$ cat src/rtl/segway_math_pkg.sv
// Shared constants and helpers for the segway torque math pipeline.
// Consumers: segway_math_slew (top) and segway_slew_lim (per-wheel slew register).
package segway_math_pkg;

    localparam int unsigned DEF_W               = 12;
    localparam logic [12:0] DEF_MIN_DUTY        = 13'h3C0;
    localparam logic [7:0]  DEF_LOW_TORQUE_BAND = 8'h3C;
    localparam logic [5:0]  DEF_GAIN_MULT       = 6'h10;
    localparam logic [11:0] DEF_SLEW_MAX        = 12'h040;
    localparam int          DEF_FAST_THRESH     = 1792;
    localparam int unsigned DEF_FAST_CNT        = 4;

    // Clamp v into the signed range of a w-bit value (w <= 32).
    function automatic logic signed [31:0] sat_s(input logic signed [31:0] v, input int unsigned w);
        logic signed [31:0] hi;
        logic signed [31:0] lo;
        hi = (32'sd1 <<< (w - 1)) - 32'sd1;
        lo = -(32'sd1 <<< (w - 1));
        if (v > hi) return hi;
        if (v < lo) return lo;
        return v;
    endfunction

    function automatic int unsigned steer_clip_lo(input int unsigned w);
        return 32'd1 << (w - 3);
    endfunction

    function automatic int unsigned steer_clip_hi(input int unsigned w);
        return 32'd7 << (w - 3);
    endfunction

endpackage

$ cat src/rtl/segway_slew_lim.sv
// Per-wheel output register with rate limiting toward a target value.
// SEGWAY_MATH_SLEW_EN defined: step-limited approach; undefined: loads target directly.
module segway_slew_lim
    import segway_math_pkg::*;
#(
    parameter int unsigned W = DEF_W
) (
    input  logic                clk,
    input  logic                rst_n,
    input  logic                vld,
    input  logic                clr,
    input  logic [W-1:0]        step,
    input  logic signed [W-1:0] tgt,
    output logic signed [W-1:0] cur
);

    logic signed [W-1:0] nxt;

`ifdef SEGWAY_MATH_SLEW_EN
    logic signed [W:0] diff;
    logic signed [W:0] mag;
    logic signed [W:0] step_x;

    always_comb begin
        diff   = (W+1)'(tgt) - (W+1)'(cur);
        mag    = diff[W] ? -diff : diff;
        step_x = $signed({1'b0, step});
        if (mag <= step_x)
            nxt = tgt;
        else if (diff[W])
            nxt = cur - $signed(step);
        else
            nxt = cur + $signed(step);
    end
`else
    logic unused_step;
    assign unused_step = ^step;

    always_comb begin
        nxt = tgt;
    end
`endif

    always_ff @(posedge clk or negedge rst_n) begin
        if (!rst_n)
            cur <= '0;
        else if (clr)
            cur <= '0;
        else if (vld)
            cur <= nxt;
    end

endmodule

$ cat src/rtl/segway_math_slew.sv
// Segway torque math: 3-stage valid pipeline (scale/steer, mix, shape+saturate),
// per-wheel slew-limited outputs and debounced too_fast. Option: SEGWAY_MATH_SLEW_EN.
module segway_math_slew
    import segway_math_pkg::*;
#(
    parameter int unsigned W               = DEF_W,
    parameter logic [W:0]  MIN_DUTY        = DEF_MIN_DUTY,
    parameter logic [7:0]  LOW_TORQUE_BAND = DEF_LOW_TORQUE_BAND,
    parameter logic [5:0]  GAIN_MULT       = DEF_GAIN_MULT,
    parameter logic [W-1:0] SLEW_MAX       = DEF_SLEW_MAX,
    parameter int          FAST_THRESH     = DEF_FAST_THRESH,
    parameter int unsigned FAST_CNT        = DEF_FAST_CNT
) (
    input  logic                clk,
    input  logic                rst_n,
    input  logic                vld_in,
    input  logic [W-1:0]        PID_cntrl,
    input  logic [7:0]          ss_tmr,
    input  logic [W-1:0]        steer_pot,
    input  logic                en_steer,
    input  logic                pwr_up,
    output logic                vld_out,
    output logic signed [W-1:0] lft_spd,
    output logic signed [W-1:0] rght_spd,
    output logic                too_fast
);

    localparam logic [W-1:0]          CLIP_LO   = W'(steer_clip_lo(W));
    localparam logic [W-1:0]          CLIP_HI   = W'(steer_clip_hi(W));
    localparam logic signed [W:0]     STEER_MID = (W+1)'((32'd1 << (W - 1)) - 32'd1);
    localparam logic signed [W+7:0]   BAND_X    = (W+8)'(LOW_TORQUE_BAND);
    localparam logic signed [W+7:0]   DUTY_X    = (W+8)'(MIN_DUTY);
    localparam logic signed [W+7:0]   GAIN_X    = (W+8)'(GAIN_MULT);
    localparam int unsigned           CW        = $clog2(FAST_CNT + 1);
    localparam logic [CW-1:0]         CNT_MAX   = CW'(FAST_CNT);

    logic                v1, v2, v3;
    logic signed [W:0]   pid_ss_r;
    logic signed [W+1:0] steer_term_r;
    logic                en_steer_r;
    logic signed [W+1:0] lft_t_r, rght_t_r;
    logic signed [W-1:0] lft_tgt_r, rght_tgt_r;
    logic [CW-1:0]       fast_cnt;

    logic signed [W+8:0] prod;
    logic [W-1:0]        steer_clip;
    logic signed [W:0]   steer_off, steer_sh;
    logic signed [W+1:0] steer_sx, steer_term, steer_use, pid_ext;
    logic                fast_hit;
    logic [CW-1:0]       fast_cnt_nx;

    // Dead-zone offset above the band, gain below it, then clamp to W bits.
    function automatic logic signed [W-1:0] shape(input logic signed [W+1:0] t);
        logic signed [W+7:0] tw, mag, res;
        tw  = (W+8)'(t);
        mag = tw[W+7] ? -tw : tw;
        if (mag > BAND_X)
            res = tw[W+7] ? tw - DUTY_X : tw + DUTY_X;
        else
            res = tw * GAIN_X;
        return W'(sat_s(32'(res), W));
    endfunction

    always_comb begin
        prod = (W+9)'($signed(PID_cntrl)) * (W+9)'($signed({1'b0, ss_tmr}));
        if (steer_pot < CLIP_LO)
            steer_clip = CLIP_LO;
        else if (steer_pot > CLIP_HI)
            steer_clip = CLIP_HI;
        else
            steer_clip = steer_pot;
        steer_off  = $signed({1'b0, steer_clip}) - STEER_MID;
        steer_sh   = steer_off >>> 4;
        steer_sx   = {steer_sh[W], steer_sh};
        steer_term = steer_sx + (steer_sx <<< 1);
        pid_ext    = {pid_ss_r[W], pid_ss_r};
        steer_use  = en_steer_r ? steer_term_r : '0;
        fast_hit   = (int'(lft_tgt_r) > FAST_THRESH) || (int'(rght_tgt_r) > FAST_THRESH);
        if (!fast_hit)
            fast_cnt_nx = '0;
        else if (fast_cnt == CNT_MAX)
            fast_cnt_nx = fast_cnt;
        else
            fast_cnt_nx = fast_cnt + 1'b1;
    end

    always_ff @(posedge clk or negedge rst_n) begin
        if (!rst_n) begin
            {v1, v2, v3, vld_out} <= '0;
            pid_ss_r     <= '0;
            steer_term_r <= '0;
            en_steer_r   <= 1'b0;
            lft_t_r      <= '0;
            rght_t_r     <= '0;
            lft_tgt_r    <= '0;
            rght_tgt_r   <= '0;
            fast_cnt     <= '0;
            too_fast     <= 1'b0;
        end else if (!pwr_up) begin
            {v1, v2, v3, vld_out} <= '0;
            lft_tgt_r  <= '0;
            rght_tgt_r <= '0;
            fast_cnt   <= '0;
            too_fast   <= 1'b0;
        end else begin
            v1      <= vld_in;
            v2      <= v1;
            v3      <= v2;
            vld_out <= v3;
            if (vld_in) begin
                pid_ss_r     <= prod[W+8:8];
                steer_term_r <= steer_term;
                en_steer_r   <= en_steer;
            end
            if (v1) begin
                lft_t_r  <= pid_ext + steer_use;
                rght_t_r <= pid_ext - steer_use;
            end
            if (v2) begin
                lft_tgt_r  <= shape(lft_t_r);
                rght_tgt_r <= shape(rght_t_r);
            end
            if (v3) begin
                fast_cnt <= fast_cnt_nx;
                too_fast <= (fast_cnt_nx == CNT_MAX);
            end
        end
    end

    // Slew registers clear directly on pwr_up low, bypassing the rate limit.
    segway_slew_lim #(.W(W)) u_slew_lft (
        .clk   (clk),
        .rst_n (rst_n),
        .vld   (v3),
        .clr   (~pwr_up),
        .step  (SLEW_MAX),
        .tgt   (lft_tgt_r),
        .cur   (lft_spd)
    );

    segway_slew_lim #(.W(W)) u_slew_rght (
        .clk   (clk),
        .rst_n (rst_n),
        .vld   (v3),
        .clr   (~pwr_up),
        .step  (SLEW_MAX),
        .tgt   (rght_tgt_r),
        .cur   (rght_spd)
    );

endmodule

$ cat config.mk
export PLATFORM = sky130hd
export DESIGN_NAME = segway_math_slew
export DESIGN_NICKNAME = d
export VERILOG_FILES = /design/src/rtl/segway_math_pkg.sv /design/src/rtl/segway_slew_lim.sv /design/src/rtl/segway_math_slew.sv
export SDC_FILE = /design/constraint.sdc
export NUM_CORES = 1
export LEC_CHECK = 0
export CAP_MARGIN = 10
export CORE_MARGIN = 2
export CORE_UTILIZATION = 50
export DETAILED_ROUTE_END_ITERATION = 6
export PLACE_DENSITY = 0.66
export SLEW_MARGIN = 30
export SYNTH_ARGS = -nofsm -noshare
export SYNTH_HDL_FRONTEND = slang
export SYNTH_SLANG_ARGS = --single-unit
$ cat constraint.sdc
create_clock -name clk -period 6.2 [get_ports clk]
set_clock_uncertainty 0.1 [all_clocks]
set_input_delay 1.24 -clock clk [delete_from_list [all_inputs] [get_ports clk]]
set_output_delay 1.24 -clock clk [all_outputs]
set_load 0.01 [all_outputs]
==> results.yml <==
outcome:
  outcome: "completed"
layout:
  area_growth_pct: 11.9
  mostFrequentLayoutCells: "inv_1, nand2_1, dfrtp_1"
  stdcell_count: 1577
  nets: 1501
  antenna_cells: 0
  final_common_cell: "inv_1"
  layout-drive-gt1-share: 0.0655
  fillers: 2033
cts:
  cts_tree: "done"
  clk_latency_ps: 350
  path_clk_slew_ps: 70
  cts_buffers: 9
  cts_max_level: 3
  numClockSinks: 108
  clk_path_buf_depth: 2
  cts.root.buffer_cell: "clkbuf_16"
critical_path:
  cp.arrival_ps: 6060
  path_buf_inv: 6
  crit_chain: "clkdlybuf4s50_1 -> buf_4 -> buf_4 -> nand2_1 -> fa_1 -> inv_1 -> fa_1 -> inv_1 -> fa_1 -> inv_1 -> fa_1 -> ha_1 -> a21o_1 -> a21oi_1 -> o21ai_0 -> o2111ai_1 -> nand3_1 -> a2111oi_0 -> nand3b_1"
  worstSetupPathDepth: 19
  crit_fanout: 10
  crit_slowest_cell: "fa_1"
  critPathMaxStageDelay_ps: 540
  crit_family: "adder cells"
  critPathKind: "in -> reg"
  critPathLaunchType: "input port"
  cp_data_required_time_ps: 6390
  cpMostUsedCell: "fa_1"
  end_kind: "flip-flop"
  reg2reg_depth: 9
global_route:
  grt_pass1_wl_um: 41000
  gr-usage-all-layers: 0.207
  grt_pass1_vias: 8653
  grt_max_degree: 66
  antenna_found_initial: 0
  grt_overflow_total: 0
placement:
  gp_congestion: 0.856
  numPortBuffers: 62
  dp.cells: 1561
  dp.final_hpwl_um: 18500
pwr:
  p_int_w: 0.00252
  powerDensity_nw_per_um2: 388
  p_leak_nw: 5.73
  switching_power_w: 0.00222
  design_power_total_w: 0.00475
  peakVddDrop_v: 0.000197
  pwr-share-clk: 0.120
  switching_share: 0.469
  power_frac_seq: 0.246
  power_frac_comb: 0.634
route:
  routed_wl_um: 23000
  num_vias: 8798
  antenna_left: 0
  drt-pass1-iter-count: 5
  avgRoutedWirePerCell_um: 14.6
  viasPerCell: 5.58
  route.detailed.drc: 0
  drt_iter0_drc: 498
synth:
  yosysTopAreaCell: "dfrtp_1"
  synth-compound-area-share: 0.161
  yosys_most_used_dff: "dfrtp_1"
  synth-edff-count: 0
  syn_avg_cell_area_um2: 8.88
  syn_nets: 1440
  synth-async-reset-ratio: 1.00
  synthMuxAreaShare: 0.0354
  synth_warnings: 0
  syn_area_um2: 10900
  ys_ff_latch: 108
  synth.area.top_cells: "dfrtp_1, fa_1, ha_1, inv_1, nand2_1"
  yosysSeqAreaShare: 0.247
  yosysTopAreaCellShare: 0.247
  synth_adder_area_share: 0.253
  yosys.area_share.simple: 0.199
  synth_top_family_by_area: "adder cells"
  synth_xor_area_frac: 0.0288
  yosysUniqueCellTypes: 85
  synthCells: 1231
timing:
  fin_crit_sh: 0.948
  drv_slew: 0
  fmax_ghz: 0.170
  worst_pin_slew_ps: 825
  finalHoldViolCount: 0
  post-route-min-period_ps: 5880
  setup_viol: 0
  rsz0062_at_grt: "false"
  slew_headroom: 0.448
flow_run:
  drv_cap: 0
floorplan:
  core_um2: 21600
  fp.dieH_um: 152
  die_x_um: 152
  boundaryPins: 63
  die_area_um2: 23100
  rows: 54
  initial_utilization: 0.506
worst_hold_path:
  worstHoldPathCells: 2
  holdCritPathClass: "reg -> reg"
==> cells in the mapped netlist, drive strengths merged, types with 9 or more instances <==
cell type	instances
o31ai	14
nor2	64
inv	158
and3	11
dfrtp	108
o21ai	70
nor3	32
a21o	13
clkbuf	36
nand2	120
nor4	19
o21a	9
a31oi	19
a21oi	38
buf	10
mux2i	33
ha	90
nor2b	18
xnor2	26
a211oi	13
fa	82
xor2	10
nand3	23
and2	61
o211ai	15
==> state kept, by name, indices dropped and copies added (netlist names) <==
register and count:
lft_t_r 14, pid_ss_r 13, rght_t_r 13, lft_tgt_r 12, rght_tgt_r 12, u_slew_lft.cur 12
u_slew_rght.cur 12, steer_term_r 11, fast_cnt 3, en_steer_r 1, too_fast 1, v1 1
v2 1, v3 1, vld_out 1
==> metal layers <==
metal,routed length (um),global-route usage,vias to the layer above
met1,11300,0.301,4296
met4,173,0.0307,0
li1,-,-,4362
met3,531,0.0228,14
met5,0,0,-
met2,11100,0.342,126
==> path summary, 6_finish.rpt <==
kind / start / to / slack, ps
worst max-delay path: ss_tmr[2] / pid_ss_r[12] / 320
worst min-delay path: steer_term_r[2] / steer_term_r[2] / 380
worst max register to register: rght_t_r[13] / rght_tgt_r[0] / 2350
worst min register to register: steer_term_r[2] / steer_term_r[2] / 380
max in group asynchronous: rst_n / rght_tgt_r[8] / 4080
min in group asynchronous: rst_n / u_slew_rght.cur[3] / 880
==> through the flow <==
step	worst slack [ps]	hold slack, ps	cell area, um^2	TNS (ps)	util
finish	323	380	12200	0	0.566
global route	0.264	411	12200	0	0.566
detailed placement	-62.6	371	11900	-82.3	0.552
floorplan	654	349	10900	0	-
CTS	305	387	12200	0	0.566
global placement	28.6	364	11900	0	0.552
==> what timing repair did <==
action                     4_1_cts  5_1_grt
buffers inserted                 0        0
hold buffers                     0        0
setup endpoints to repair        0        2
resized for setup                0        2
==> area by class of cell <==
type	count	area [um^2]	area share
multi-input combinational	916	7400	0.605
inverter	161	604	0.0494
sequential	108	2700	0.221
clock buffer	11	253	0.0207
tap	280	350	0.0286
clock inverter	5	41.3	0.00337
timing repair buffer	96	878	0.0718
==> cell families after synthesis <==
| logic type | after synthesis |
|---|---|
| simple gates | 415 |
| mux | 38 |
| xor+xnor | 36 |
| compound gates | 255 |
| fa+ha+maj | 172 |
| flops | 108 |
| buf+inv | 207 |
==> worst reg2reg max path, stage by stage, from the launching register on <==
cell and delay [ps]:
dfrtp_1 680, clkinv_1 470, ha_1 470, nor2b_1 160, o31ai_1 490, nand4_1 160
a21oi_1 170, a31oi_1 70, o211ai_1 700, o21ai_0 210
==> power by group through the flow <==
stage	logic [W]	registers, W	clock network, W
after floorplan	0.00245	0.00104	0
after global placement	0.00295	0.00117	0
after detailed placement	0.00301	0.00118	0
after CTS	0.00303	0.00116	0.000582
after global routing	0.00347	0.00121	0.000608
final	0.00301	0.00117	0.000568
Power figures use the tool's default switching activity.
